[src/rtl/param_vend_fsm.sv]
// Vending controller: sums half/one-unit coin pulses, vends at PRICE with change,
// refunds the full credit on cancel. All outputs are registered single-cycle pulses.
module param_vend_fsm #(
  parameter int PRICE = 5,
  parameter int CNT_W = 4
) (
  input  logic             sys_clk,
  input  logic             sys_rst_n,
  input  logic             pi_money_half,
  input  logic             pi_money_one,
  input  logic             pi_cancel,
  output logic             po_cola,
  output logic             po_refund,
  output logic [CNT_W-1:0] po_change,
  output logic [CNT_W-1:0] po_credit,
  output logic             po_dbg_state
);

  typedef enum logic {
    IDLE    = 1'b0,
    COLLECT = 1'b1
  } state_t;

  localparam logic [CNT_W-1:0] W_PRICE = PRICE[CNT_W-1:0];

  state_t           r_state;
  logic [CNT_W-1:0] r_credit;
  logic             r_cola;
  logic             r_refund;
  logic [CNT_W-1:0] r_change;

  state_t           w_state_nxt;
  logic [CNT_W-1:0] w_credit_nxt;
  logic             w_cola_nxt;
  logic             w_refund_nxt;
  logic [CNT_W-1:0] w_change_nxt;
  logic [CNT_W-1:0] w_coin;
  logic [CNT_W-1:0] w_sum;

  // Coin value is {one, half} read as a 2-bit number: half=1, one=2, both=3.
  assign w_coin = {{(CNT_W-2){1'b0}}, pi_money_one, pi_money_half};
  assign w_sum  = r_credit + w_coin;

  always_comb begin
    w_state_nxt  = r_state;
    w_credit_nxt = r_credit;
    w_cola_nxt   = 1'b0;
    w_refund_nxt = 1'b0;
    w_change_nxt = '0;
    if (pi_cancel) begin
      // A coin landing in the cancel cycle is returned along with the credit.
      if (w_sum != '0) begin
        w_refund_nxt = 1'b1;
        w_change_nxt = w_sum;
      end
      w_credit_nxt = '0;
      w_state_nxt  = IDLE;
    end else if (w_sum >= W_PRICE) begin
      w_cola_nxt   = 1'b1;
      w_change_nxt = w_sum - W_PRICE;
      w_credit_nxt = '0;
      w_state_nxt  = IDLE;
    end else if (w_coin != '0) begin
      w_credit_nxt = w_sum;
      w_state_nxt  = COLLECT;
    end
  end

  always_ff @(posedge sys_clk or negedge sys_rst_n) begin
    if (!sys_rst_n) begin
      r_state  <= IDLE;
      r_credit <= '0;
      r_cola   <= 1'b0;
      r_refund <= 1'b0;
      r_change <= '0;
    end else begin
      r_state  <= w_state_nxt;
      r_credit <= w_credit_nxt;
      r_cola   <= w_cola_nxt;
      r_refund <= w_refund_nxt;
      r_change <= w_change_nxt;
    end
  end

  assign po_cola      = r_cola;
  assign po_refund    = r_refund;
  assign po_change    = r_change;
  assign po_credit    = r_credit;
  assign po_dbg_state = r_state;

endmodule

[config.mk]
export PLATFORM = sky130hd
export DESIGN_NAME = param_vend_fsm
export DESIGN_NICKNAME = d
export VERILOG_FILES = /design/src/rtl/param_vend_fsm.sv
export SDC_FILE = /design/constraint.sdc
export NUM_CORES = 1
export LEC_CHECK = 0
export BUFFER_PORTS_ARGS = -buffer_cell sky130_fd_sc_hd__clkbuf_2
export CAP_MARGIN = 40
export CORE_ASPECT_RATIO = 0.6
export CORE_MARGIN = 1
export CORE_UTILIZATION = 23
export CTS_CLUSTER_DIAMETER = 40
export CTS_CLUSTER_SIZE = 25
export DETAILED_ROUTE_END_ITERATION = 16
export SLEW_MARGIN = 25
export SYNTH_ARGS = -nofsm -noshare
export SYNTH_HDL_FRONTEND = slang
export SYNTH_SLANG_ARGS = --single-unit
[constraint.sdc]
create_clock -name sys_clk -period 2 [get_ports sys_clk]
set_input_delay 0 -clock sys_clk [delete_from_list [all_inputs] [get_ports sys_clk]]
set_output_delay 0 -clock sys_clk [all_outputs]
set_load 0.01 [all_outputs]
## Yosys cells after proc, flatten, opt, wreduce, memory -nomap -nowiden

Index checks and enable logic that the tools add are counted.

- Bits in registers: 11
- Latch bits: 0
- Bits in writable memories: 0
- Memory bits (read-only): 0
- Bits of input ports: 5
- Output and inout bits: 11
- Memories kept: 0

- Add/sub/neg operators: 2
- Multipliers: 0
- Div/mod/pow operators: 0
- Magnitude comparators: 1
- Equal/unequal tests: 0
- Shifts and indexed selects: 0
- Muxes and demuxes: 13
- Bitwise operators: 0
- Reduce and logical (&&, ||, !) cells: 3

Operator list:

| kind | number |
|---|---|
| 4-bit two-way mux | 6 |
| 4-bit nonzero test | 2 |
| 1-bit two-way mux | 7 |
| 4-bit by 2-bit adder with 4-bit output | 1 |
| 4-bit by 3-bit greater-or-equal comparator with 1-bit output (second input constant) | 1 |
| 4-bit by 3-bit subtractor with 4-bit output (second input constant) | 1 |
| 3-bit nonzero test | 1 |

## Depth between registers and ports, before layout

- Depth in word-level cells: 4
- Depth in mapped cells: 8

## Least setup slack after synthesis

Ideal clock, no wire load.

- Path kind: register to register
- Start point: register r_credit[0] (netlist: po_credit[0])
- End point: register r_credit[0] (netlist: po_credit[0])
- Data arrival time: 1905 ps
- Required time: 1921 ps
- Path slack: 16 ps
- Cell stages (with the launch flop): 8
- Path through: dfrtp_1 -> ha_1 -> fa_1 -> inv_1 -> ha_1 -> o21ai_1 -> nand3b_1 -> a21oi_1

- Word-level cells in the longest chain between the ends: 4

Ends and longest elaborated chain:

| item | RTL line | source |
|---|---|---|
| start: declaration | 27 | `logic [CNT_W-1:0] r_credit;` |
| start signal: assignment | 78 | `r_credit <= w_credit_nxt;` |
| 4-bit by 2-bit adder with 4-bit output * | 42 | `assign w_sum = r_credit + w_coin;` |
| 4-bit by 3-bit greater-or-equal comparator with 1-bit output or 4-bit two-way mux (tied branches) | 58, 63 |  |
| 4-bit two-way mux | 58 | `end else if (w_sum >= W_PRICE) begin` |
| 4-bit two-way mux | 50 | `if (pi_cancel) begin` |

Mark *: on every way between the ends. The rest lies on a longest branch, timed or not. The select of a mux whose other input is x is not followed.
A chain may end at the register's enable or synchronous reset.

## Worst setup path in the final report

- Start point: register r_credit[0] (netlist: po_credit[0])
- End point: register r_credit[1] (netlist: po_credit[1])

The elaborated chain is that of the path after synthesis.

==> impl_metrics.yaml <==
pwr:
  max-vdd-ir-drop_v: 0.000379
  p_leak_nw: 0.441
  power_per_cell_area_nw_per_um2: 1050
  total_power_mw: 0.926
worst_hold_path:
  whs_endpoint: "po_cola"
  hold_class: "input pin to flop"
  worstHoldStart: "pi_cancel"
  min_delay_path_depth: 2
setup_path:
  crit_path_top_delay_cell: "fa_1"
  crit_required_ns: 2.16
  rrSetupSlack_ns: 0.04
  crit_fanout: 5
  worstPathArrival_ns: 2.13
  critPathLaunchType: "flop"
  critical_path.cell_chain: "ha_2, fa_1, inv_2, ha_4, inv_4, o21ai_2, nand3b_1, a21oi_1"
  crit_family: "adder cells"
  reg2reg_from: "po_credit[0]"
  cp_num_cells: 8
  end_kind: "flop"
  reg2reg_to: "po_credit[1]"
  reg2regPathDepth: 8
  critical-path-max-stage-delay_ns: 0.47
  cp.buffers_inverters: 2
  crit_type: "flop to flop"
sta:
  grt_setup_unrepaired: "yes"
  final.setup.tns_ns: 0
  hold_violations: 0
  clock_skew_ns: 0.00164
  fmax_mhz: 510
  timing.final.ws_setup_ns: 0.0374
  relSlewSlack_pct: 71.4
  timing.final.crit_period_ns: 1.96
  slew_viol_final: 0
  fin_crit_sh_pct: 98.1
  finalSetupViolations: 0
  worst_slew_pin_slew_ns: 0.427
  timing.hold.ws_ns: 0.0737
route:
  route.detailed.drc: 0
  top_layer_used: "met4"
  post_drt_wl_per_cell_um: 12.0
  met1_length_um: 749
  first_pass_iters: 4
  vias: 546
  wl_met2_um: 570
  ant_nets: 0
  route.met3.wl_um: 103
  drt-initial-drc-count: 15
  vias_per_cell: 4.51
  routed_wl_um: 1450
clock_network:
  htreeDepth: 1
  clockRootBuffer: "clkbuf_8"
  path_clk_slew_ns: 0.05
  clock_latency_ns: 0.24
  clk_path_buf_depth: 2
  cts.sinks: 11
  cts_tree: "yes"
  cts_made_buffers: 3
floorplan:
  ioPinCount: 16
  die_area_um2: 2810
  core_area_um2: 2310
  start_util_pct: 25.8
  chipWidth_um: 67.8
  row_count: 13
  die_h_um: 41.5
placed_design:
  dp_slack_ns: -0.144
  gp_congestion: 0.778
  portBuffers: 15
  place_hpwl_um: 1030
grt:
  grt_max_degree: 12
  grt_usage_pct: 12.4
  grt.overflow.total: 0
  grt_pass1_vias: 541
  antenna_found_initial: 0
  grt_pass1_wl_um: 2420
synth:
  synth_cell_types: 23
  ys_seq_area_share_pct: 46.1
  syn_nets: 72
  ys_seq_elements: 11
  postSynthCellCount: 62
  netlist_area_um2: 597
  synth_area_per_cell_um2: 9.63
  yosysWarnings: 0
cells_and_area:
  drive_above_1_share_pct: 39.6
  fillers: 261
  areaGrowthSynthToFinish_pct: 48.2
  num_antenna_cells: 0
  fin_nets: 102
flow_run:
  cap_violations: 0
run_status:
  status: "completed"
[per-stage QoR]
step	util (%)	instances	cell area, um^2
floorplan	-	62	597
global placement	32.5	112	751
detailed placement	32.5	112	751
CTS	36.6	119	846
global route	38.3	121	885
finish	38.3	121	885
[worst max-delay path by stage]
stage,startpoint,endpoint
global placement,po_credit[0],po_credit[0]
CTS,po_credit[0],po_credit[0]
finish,po_credit[0],po_credit[1]
floorplan,po_credit[0],po_credit[0]
detailed placement,po_credit[0],po_credit[0]
global route,po_credit[0],po_credit[1]
[routing by layer]
metal,vias to the layer above,global-route usage [%]
met5,-,0
met4,0,6.38
met3,4,6.59
met2,18,16.0
met1,253,16.2
li1,271,-
[report_power, final]
part           total, mW  internal (mW)  switching [mW]
combinational      0.411          0.197           0.214
clock              0.226          0.140          0.0856
sequential         0.290          0.267          0.0227
total              0.926          0.604           0.322
[kinds of logic after synthesis]
group                      Yosys count  synth area share, %
buffers and inverters                5                 3.14
and+or+nand+nor                     23                 17.2
muxes                                1                 1.68
xor gates and xnor gates             2                 2.94
adders and majority gates            5                 11.7
AOI/OAI and AO/OA                   15                 17.2
DFF                                 11                 46.1
[final cells by class]
class | instances | area (um^2) | area share [%]
Clock buffer | 4 | 45.0 | 5.09
Multi-Input combinational cell | 46 | 349 | 39.5
Inverter | 4 | 17.5 | 1.98
Timing Repair Buffer | 26 | 160 | 18.1
Tap cell | 30 | 37.5 | 4.24
Sequential cell | 11 | 275 | 31.1
[cell usage after synthesis]
library cell / instances / area, um^2
dfrtp_1: 11 / 275
o21ai_1: 1 / 5.00
buf_1: 1 / 3.75
a21oi_1: 5 / 25.0
o21ai_0: 3 / 15.0
a21o_1: 1 / 7.51
nand3b_1: 1 / 7.51
nor2_1: 7 / 26.3
o211ai_1: 1 / 7.51
a211o_1: 1 / 8.76
nor2b_1: 2 / 12.5
nand3_1: 1 / 5.00
nand2_1: 9 / 33.8
mux2i_1: 1 / 10.0
and2_1: 1 / 6.26
nor3_1: 1 / 5.00
nor4_1: 1 / 6.26
fa_1: 1 / 20.0
o2bb2ai_1: 2 / 17.5
xor2_1: 2 / 17.5
a32oi_2: 1 / 16.3
inv_1: 4 / 15.0
ha_1: 4 / 50.1
[cell usage in the layout (no fill, tap or decap), types with 2 or more instances in the layout]
| master | count |
|---|---|
| nand2_1 | 9 |
| a21oi_1 | 4 |
| clkbuf_2 | 15 |
| nor2_1 | 7 |
| clkbuf_8 | 3 |
| dfrtp_1 | 11 |
| ha_4 | 2 |
| o2bb2ai_1 | 2 |
| inv_1 | 2 |
| nor2b_1 | 2 |
| xor2_1 | 2 |
| buf_4 | 10 |
| o21ai_0 | 3 |
[flip-flops by register name (all words and copies together) (netlist names)]
name / cells
po_change: 4
po_cola: 1
po_credit: 4
po_dbg_state: 1
po_refund: 1
[worst reg2reg max path, stage by stage, from the launching register on]
cell and delay [ns]:
dfrtp_1 0.38, ha_2 0.18, fa_1 0.47, inv_2 0.13
ha_4 0.16, inv_4 0.04, o21ai_2 0.12, nand3b_1 0.21
a21oi_1 0.18
[repair_timing]
action | in CTS | in global routing
pin swaps | 2 | 8
setup endpoints to repair | 8 | 8
hold endpoints to repair | 11 | 0
hold buffers | 1 | 0
setup buffers | 2 | 2
gates resized for setup | 7 | 4
(Power assumes the default switching activity.)
